===== config.mk =====
export PLATFORM = sky130hd
export DESIGN_NAME = gate_op_scheduler
export DESIGN_NICKNAME = d
export VERILOG_FILES = /design/src/rtl/gate_op_scheduler.sv
export SDC_FILE = /design/constraint.sdc
export NUM_CORES = 1
export LEC_CHECK = 0
export BUFFER_PORTS_ARGS = -buffer_cell sky130_fd_sc_hd__buf_2
export CELL_PAD_IN_SITES_DETAIL_PLACEMENT = 1
export CELL_PAD_IN_SITES_GLOBAL_PLACEMENT = 1
export CORE_MARGIN = 2
export CORE_UTILIZATION = 42
export CTS_BUF_LIST = sky130_fd_sc_hd__clkbuf_16
export DETAILED_ROUTE_END_ITERATION = 12
export HOLD_SLACK_MARGIN = 0.03
export PLACE_DENSITY = 0.92
export RECOVER_POWER = 100
export SETUP_SLACK_MARGIN = 0.05
export SKIP_CTS_REPAIR_TIMING = 1
export SLEW_MARGIN = 10
export SYNTH_ARGS = -nofsm -noshare
export SYNTH_HDL_FRONTEND = slang
export SYNTH_SLANG_ARGS = --single-unit

===== constraint.sdc =====
create_clock -name clk -period 3.05 [get_ports clk]
set_clock_uncertainty 0.2 [all_clocks]
set_input_delay 0.61 -clock clk [delete_from_list [all_inputs] [get_ports clk]]
set_output_delay 0.61 -clock clk [all_outputs]
set_load 0.02 [all_outputs]

===== src/rtl/gate_op_scheduler.sv =====
`default_nettype none
// ============================================================================
// Module  : gate_op_scheduler
// Purpose : Two-requester scheduler for a shared 1-bit AND/OR/NAND gate unit.
//           An accepted WIDTH-bit operation is evaluated bit-serially, LSB
//           first, one bit per clock. The result is then held on a
//           valid/ready output port until the consumer accepts it.
// Ports   : clk, rst_n                 - clock, async active-low reset
//           reqN_valid_i/_ready_o      - request handshake, N = 0/1
//           reqN_a_i, reqN_b_i         - operands (WIDTH bits)
//           reqN_op_i                  - 00 AND, 01 OR, 10 NAND, 11 reserved
//           gate_a_o, gate_b_o         - bit operands to the gate unit
//           gate_and_i/_or_i/_nand_i   - gate unit outputs (combinational)
//           res_valid_o/res_ready_i    - result handshake
//           res_data_o, res_id_o       - result word, issuing requester
//           res_err_o                  - result came from the reserved opcode
//           busy_o                     - scheduler not idle
// Revision: 1.0 - initial release
// ============================================================================
module gate_op_scheduler #(
    parameter int WIDTH = 8
) (
    input  logic             clk,
    input  logic             rst_n,
    input  logic             req0_valid_i,
    output logic             req0_ready_o,
    input  logic [WIDTH-1:0] req0_a_i,
    input  logic [WIDTH-1:0] req0_b_i,
    input  logic [1:0]       req0_op_i,
    input  logic             req1_valid_i,
    output logic             req1_ready_o,
    input  logic [WIDTH-1:0] req1_a_i,
    input  logic [WIDTH-1:0] req1_b_i,
    input  logic [1:0]       req1_op_i,
    output logic             gate_a_o,
    output logic             gate_b_o,
    input  logic             gate_and_i,
    input  logic             gate_or_i,
    input  logic             gate_nand_i,
    output logic             res_valid_o,
    input  logic             res_ready_i,
    output logic [WIDTH-1:0] res_data_o,
    output logic             res_id_o,
    output logic             res_err_o,
    output logic             busy_o
);

    localparam int               IDX_W    = (WIDTH > 1) ? $clog2(WIDTH) : 1;
    localparam logic [IDX_W-1:0] LAST_IDX = IDX_W'(WIDTH - 1);

    typedef enum logic [1:0] {
        IDLE = 2'd0,
        RUN  = 2'd1,
        DONE = 2'd2
    } state_t;

    state_t           state_q, state_d;
    logic [IDX_W-1:0] idx_q, idx_d;
    logic             ptr_q, ptr_d;
    logic [WIDTH-1:0] a_q, a_d;
    logic [WIDTH-1:0] b_q, b_d;
    logic [1:0]       op_q, op_d;
    logic             id_q, id_d;
    logic [WIDTH-1:0] acc_q, acc_d;
    logic [WIDTH-1:0] res_data_q, res_data_d;
    logic             res_id_q, res_id_d;
    logic             res_err_q, res_err_d;

    logic             grant1;
    logic             accept;
    logic             gate_bit;

    always_ff @(posedge clk or negedge rst_n) begin
        if (!rst_n) begin
            state_q    <= IDLE;
            idx_q      <= '0;
            ptr_q      <= 1'b0;
            a_q        <= '0;
            b_q        <= '0;
            op_q       <= 2'b00;
            id_q       <= 1'b0;
            acc_q      <= '0;
            res_data_q <= '0;
            res_id_q   <= 1'b0;
            res_err_q  <= 1'b0;
        end else begin
            state_q    <= state_d;
            idx_q      <= idx_d;
            ptr_q      <= ptr_d;
            a_q        <= a_d;
            b_q        <= b_d;
            op_q       <= op_d;
            id_q       <= id_d;
            acc_q      <= acc_d;
            res_data_q <= res_data_d;
            res_id_q   <= res_id_d;
            res_err_q  <= res_err_d;
        end
    end

    always_comb begin
        state_d    = state_q;
        idx_d      = idx_q;
        ptr_d      = ptr_q;
        a_d        = a_q;
        b_d        = b_q;
        op_d       = op_q;
        id_d       = id_q;
        acc_d      = acc_q;
        res_data_d = res_data_q;
        res_id_d   = res_id_q;
        res_err_d  = res_err_q;

        // Requester 1 wins when it is alone or when the pointer favours it.
        grant1 = req1_valid_i && (!req0_valid_i || ptr_q);

        // Readies are qualified with rst_n so they drop the instant reset
        // asserts, even though IDLE is the reset state.
        req0_ready_o = rst_n && (state_q == IDLE) && req0_valid_i && !grant1;
        req1_ready_o = rst_n && (state_q == IDLE) && grant1;
        accept       = req0_ready_o || req1_ready_o;

        gate_a_o = (state_q == RUN) ? a_q[idx_q] : 1'b0;
        gate_b_o = (state_q == RUN) ? b_q[idx_q] : 1'b0;

        // The reserved opcode still walks all bits but writes zeros, so its
        // timing matches the legal opcodes.
        case (op_q)
            2'b00:   gate_bit = gate_and_i;
            2'b01:   gate_bit = gate_or_i;
            2'b10:   gate_bit = gate_nand_i;
            default: gate_bit = 1'b0;
        endcase

        case (state_q)
            IDLE: begin
                if (accept) begin
                    id_d    = grant1;
                    a_d     = grant1 ? req1_a_i  : req0_a_i;
                    b_d     = grant1 ? req1_b_i  : req0_b_i;
                    op_d    = grant1 ? req1_op_i : req0_op_i;
                    idx_d   = '0;
                    ptr_d   = !grant1;
                    state_d = RUN;
                end
            end
            RUN: begin
                acc_d[idx_q] = gate_bit;
                idx_d        = idx_q + 1'b1;
                if (idx_q == LAST_IDX) begin
                    // The visible result registers only change here, so they
                    // hold the previous result through IDLE and RUN.
                    idx_d      = '0;
                    res_data_d = acc_d;
                    res_id_d   = id_q;
                    res_err_d  = (op_q == 2'b11);
                    state_d    = DONE;
                end
            end
            DONE: begin
                if (res_ready_i) begin
                    state_d = IDLE;
                end
            end
            default: begin
                state_d = IDLE;
            end
        endcase
    end

    assign res_valid_o = (state_q == DONE);
    assign busy_o      = (state_q != IDLE);
    assign res_data_o  = res_data_q;
    assign res_id_o    = res_id_q;
    assign res_err_o   = res_err_q;

endmodule
`default_nettype wire


==> impl_metrics.ini, run 1 <==
[yosys]
muxShareOfSynthArea_pct = 7.38
ys_ff_latch = 43
synthArstFlopShare_pct = 100
synth-compound-area-share_pct = 29.1
netlist_area_um2 = 2370
synth_cells = 252
ys_seq_area_share_pct = 45.4
synth_area_leaders = dfrtp_1 (45%), a21oi_1 (5.7%), o211ai_1 (5.7%)
synth_top_family_by_area = compound AO/OA/AOI/OAI gates
synth_nets = 298
yosysTopAreaCellShare_pct = 45.4
synth_warnings = 0
synth_top_cell_by_area = dfrtp_1
synthAdderAreaFrac_pct = 1.05
dominantRegCellSynth = dfrtp_1
synth_area_per_cell_um2 = 9.41
synth_xor_area_share_pct = 0
post_synth_and_or_nand_nor_area_fraction_pct = 12.1
yosysUniqueCellTypes = 39
synth_edf_count = 0

[final_layout]
fillers = 671
drive_above_1_share_pct = 22.0
num_antenna_cells = 0
fin_util_pct = 52.1
nets = 349
area_growth_pct = 20.3

[worst_setup_path]
crit-reg2reg-capture = res_data_o[7]
cp_top_family = flip-flops
r2r_start = idx_q[1]
slowest_stage = dfrtp_1
critPathBufInv = 1
path_cells = mux4_2 -> a21oi_1 -> clkbuf_1
crit_path_end_kind = output pin
cpPeakStageDelay_ns = 0.68
crit_required_ns = 2.24
rr_worst_depth = 7
crit_fanout = 16
rrSetupSlack_ns = 0.53
worst-setup-path-type = flop to output pin
crit_arrival_ns = 1.94
critPathLaunchType = flop

[die]
die_h_um = 79.2
start_util_pct = 43.3
ioPinCount = 60
dieArea_um2 = 6270
die_w_um = 79.2
rows = 27
core_um2 = 5470

[sta]
fin_crit_ns = 2.75
timing.fmax_mhz = 364
setup_viol = 0
hold_violations = 0
rsz0062_at_grt = no
finalMaxSlewViolations = 0
final.setup.tns_ns = 0
worst_pin_slew_ns = 1.10
min_period_over_period_pct = 90.2
relSlewSlack_pct = 26.4

[pwr]
vdd_drop_max_mv = 0.372
leakage_uw = 0.00121
power_density_nw_per_um2 = 1030

[worst_hold_path]
hold_depth = 2
holdPathEnd = res_data_o[0]
min_from = res_data_o[0]
hold_path_class = flop to flop

[drt]
vias = 2202
postRouteAntennaNets = 0
viasPerCell = 5.86
wirelength_um = 6540
drt-wirelength-per-cell_um = 17.4
drc = 0
first_pass_iters = 4
drtIter0Drc = 127

[grt]
grt_max_degree = 44
grt_pass1_wl_um = 11100
grt_pass1_vias = 2282
grt_usage_pct = 22.5
antenna_found_initial = 0
gr-total-overflow = 0

[place]
portBuffers = 59
dpl.hpwl_um = 4520
gp_congestion = 0.761

[cts]
clk_latency_ns = 0.29
numClockSinks = 43
clockBufferDepth = 2
cts_made_buffers = 5
cts_tree = yes
cts-htree-levels = 2
cts-root-buf = clkbuf_16
clk_pin_slew_worst_paths_ns = 0.06

[status]
status = completed

[flow_run]
maxCapViolations = 0
-- synthesized netlist by cell type (all sizes together) (5+ instances only) --
cell type / n
a31oi: 20
o31ai: 8
buf: 8
nand2b: 7
nand2: 16
mux2: 10
o211ai: 18
a21oi: 27
dfrtp: 43
a2111oi: 7
clkbuf: 15
o21ai: 23
inv: 5
-- stage by stage --
stage	worst slack, ns	power (µW)	std cells	hold slack, ns	cell area (µm²)
after floorplan	0.781	1960	252	0.114	2370
after global placement	0.693	2280	368	0.258	2720
after detailed placement	0.609	2360	368	0.264	2720
after CTS	0.339	2980	376	0.231	2890
after global routing	0.161	3150	376	0.304	2850
final	0.299	2930	376	0.274	2850
-- per-layer routing --
metal / vias to the layer above / part of all wire (%) / GRT usage [%]
li1: 1054 / - / -
met1: 1074 / 41 / 27.4
met2: 64 / 52 / 39.7
met3: 10 / 4.8 / 4.89
met4: 0 / 1.6 / 6.55
met5: - / 0 / 0
-- layout make-up --
class / instances / area (µm²) / share of cell area (%)
Inverter: 6 / 22.5 / 0.789
Clock buffer: 5 / 125 / 4.38
Tap cell: 72 / 90.1 / 3.16
Multi-Input combinational cell: 180 / 1180 / 41.3
Timing Repair Buffer: 67 / 324 / 11.4
Clock inverter: 3 / 38.8 / 1.36
Sequential cell: 43 / 1080 / 37.7
-- cells in the final DEF (no fill, tap or decap), drive strengths merged --
cell / Yosys / layout
buf: 8 / 47
dfrtp: 43 / 43
a21oi: 27 / 27
clkbuf: 15 / 25
o21ai: 23 / 23
a31oi: 20 / 20
o211ai: 18 / 18
nand2: 16 / 16
mux2: 10 / 10
o31ai: 8 / 8
nand2b: 7 / 7
a2111oi: 7 / 7
inv: 5 / 5
mux2i: 4 / 4
nor2: 4 / 4
nor2b: 4 / 4
nand3: 4 / 4
nor3: 4 / 4
or2: 3 / 3
nor3b: 3 / 3
clkinv: 1 / 3
and3b: 2 / 2
and3: 2 / 2
a22o: 2 / 2
ha: 2 / 2
and2: 2 / 2
mux4: 1 / 1
a32oi: 1 / 1
o32a: 1 / 1
a21o: 1 / 1
nand3b: 1 / 1
or3: 1 / 1
a211o: 1 / 1
o22ai: 1 / 1
bufinv: 0 / 1
-- state kept, by name (all words and copies together) (netlist names), 2 cells and up --
register,flops
res_data_o,8
acc_q,8
b_q,8
a_q,8
op_q,2
state_q,2
idx_q,3
-- power breakdown --
| group | switching (µW) | leakage, µW | internal, µW |
|---|---|---|---|
| clock network | 220 | 0.0000812 | 382 |
| logic | 765 | 0.000613 | 481 |
| registers | 238 | 0.000511 | 840 |
| total | 1220 | 0.00121 | 1700 |
-- tightest hold or removal path: stages (launching register included) --
cell,delay [ns]
dfrtp_1,0.34
nand2_1,0.05
o31ai_1,0.05
-- worst max-delay path by stage --
stage,startpoint,end,slack [ns],depth (start not counted)
after floorplan,idx_q[2],gate_a_o,0.78,3
after global placement,idx_q[2],gate_a_o,0.69,3
after detailed placement,rst_n,b_q[3],0.61,4
after CTS,idx_q[2],gate_a_o,0.34,3
after global routing,idx_q[2],gate_a_o,0.16,3
final,idx_q[2],gate_a_o,0.30,3
-- kinds of logic after synthesis --
| kind of cell | after synthesis |
|---|---|
| simple gates | 53 |
| buf+inv | 29 |
| compound gates | 110 |
| fa+ha+maj | 2 |
| mux | 15 |
| flops | 43 |
Note: power is estimated with default switching activity, not from simulation.
==> inputs of run 2 (changes only) <==
- ABC_AREA: unset -> 1
- BUFFER_PORTS_ARGS: -buffer_cell sky130_fd_sc_hd__buf_2 -> -buffer_cell sky130_fd_sc_hd__buf_4
- CORE_UTILIZATION: 42 -> 40
- PLACE_DENSITY: 0.92 -> 0.93
==> impl_metrics.ini, run 2 <==
[cts]
cts_made_buffers = 5
cts-root-buf = clkbuf_16
clk_latency_ns = 0.28
clockBufferDepth = 2
cts-htree-levels = 2
cts_tree = yes
clk_pin_slew_worst_paths_ns = 0.06
numClockSinks = 43

[sta]
worst_pin_slew_ns = 1.45
min_period_over_period_pct = 91.0
setup_viol = 0
hold_violations = 0
finalMaxSlewViolations = 0
worst_slack_ns = 0.275
relSlewSlack_pct = 3.09
rsz0062_at_grt = no
final.setup.tns_ns = 0
fin_crit_ns = 2.77
timing.fmax_mhz = 360
hold_ws_ns = 0.277

[drt]
first_pass_iters = 4
vias = 2294
drc = 0
drt-wirelength-per-cell_um = 13.7
drtIter0Drc = 111
postRouteAntennaNets = 0
viasPerCell = 5.00
wirelength_um = 6310

[worst_setup_path]
crit_arrival_ns = 1.96
r2r_start = idx_q[0]
crit_fanout = 15
cpMostUsedCell = nand2_1
slowest_stage = dfrtp_1
critPathLaunchType = flop
crit_start = idx_q[0]
path_cells = inv_2 -> nand2_1 -> nand2_1 -> nand2_1 -> nand2_1 -> nand2_1 -> a21oi_1 -> clkbuf_1
crit_required_ns = 2.24
worst-setup-path-type = flop to output pin
cpPeakStageDelay_ns = 0.57
crit_path_end_kind = output pin

[final_layout]
mostFrequentLayoutCell = nand2_1
area_growth_pct = 19.9
num_antenna_cells = 0
fillers = 754
layout_common_cells = nand2_1 (185), dfrtp_1 (43), buf_4 (42)
nets = 429
drive_above_1_share_pct = 16.9

[place]
gp_congestion = 0.755
place_ws_ns = 0.670
portBuffers = 59
dpl.hpwl_um = 4510

[yosys]
ys_seq_area_share_pct = 44.9
synth_top_cell_by_area = dfrtp_1
synth_edf_count = 0
netlist_area_um2 = 2390
ys_ff_latch = 43
ys_top_cells_by_count = nand2_1 (185), dfrtp_1 (43), nand3_1 (21)
yosysUniqueCellTypes = 28
synth_area_leaders = dfrtp_1 (45%), nand2_1 (29%), nand3_1 (4.4%)
yosysMostFrequentCell = nand2_1
synth_area_per_cell_um2 = 7.30
synth_warnings = 0
synth_cells = 328
dominantRegCellSynth = dfrtp_1
synthArstFlopShare_pct = 100
synth_nets = 374
yosysTopAreaCellShare_pct = 44.9

[grt]
grt_pass1_vias = 2400
grt_usage_pct = 20.8
gr-total-overflow = 0
antenna_found_initial = 0
grt_pass1_wl_um = 10800
grt_max_degree = 44

[status]
status = completed

[pwr]
power_density_nw_per_um2 = 980
leakage_uw = 0.00157
vdd_drop_max_mv = 0.345
fin_total_pwr_uw = 2810

[die]
start_util_pct = 40.9
ioPinCount = 60
rows = 28
die_w_um = 81.4
core_um2 = 5850
dieArea_um2 = 6620
die_h_um = 81.4

[worst_hold_path]
min_from = acc_q[1]
hold_path_class = flop to flop

[flow_run]
maxCapViolations = 0
## run 2: cell types whose count changed after synthesis, sizes merged, moves of 15 or more
cell and change:
nand2 +172, a21oi -24, a31oi -20, nand3 +20
o211ai -18, o21ai -16, clkbuf -15
## run 2: final timing paths
path,end,slack [ns],cells after the start
worst max register to register,res_err_o,0.42,6
max in group asynchronous,acc_q[6],1.50,2
worst max-delay path,gate_b_o,0.28,8
min in group asynchronous,res_id_o,0.48,2
worst min register to register,acc_q[1],0.28,2
worst min-delay path,acc_q[1],0.28,2
## run 2: layout make-up
type	count	area (µm²)	share of cell area, %
Clock buffer	5	125	4.36
Clock inverter	3	11.3	0.392
Inverter	15	56.3	1.96
Multi-Input combinational cell	256	1110	38.8
Sequential cell	43	1080	37.5
Tap cell	75	93.8	3.27
Timing Repair Buffer	62	393	13.7
## run 2: stage by stage
step / instance area, µm² / cells / util, %
4_1_cts: 2990 / 459 / 51.0
5_1_grt: 2870 / 459 / 49.1
3_5_place_dp: 2850 / 451 / 48.7
6_report: 2870 / 459 / 49.1
3_3_place_gp: 2850 / 451 / 48.7
2_1_floorplan: 2390 / 328 / -
## run 2: where the power goes
part           internal (µW)  leakage, µW  switching (µW)
Clock                    295    0.0000701             209
Combinational            416     0.000967             824
Sequential               850     0.000536             219
Total                   1560      0.00157            1250
## run 2: worst max-delay path, delay by kind of cell, from the launching register on
kind,cells,cell delay [ns]
AND/OR/NAND/NOR,5,0.38
buffers and inverters,2,0.56
flip-flops,1,0.57
AO/OA/AOI/OAI,1,0.16
## run 2: cells by family (layout without fill, tap and decap cells)
logic type / Yosys count / after routing / share of synthesized area, %
adder cells (fa/ha/maj): 2 / 2 / 1.04
AND/OR/NAND/NOR: 242 / 242 / 43.6
AO/OA/AOI/OAI: 12 / 12 / 3.66
buffers and inverters: 29 / 85 / 6.74
flip-flops: 43 / 43 / 44.9
## run 2: routing by layer
layer / global-route usage (%) / routed length [µm]
met1: 25.4 / 2690
met2: 37.9 / 3300
met3: 3.44 / 246
met4: 4.92 / 68
met5: 0 / 0
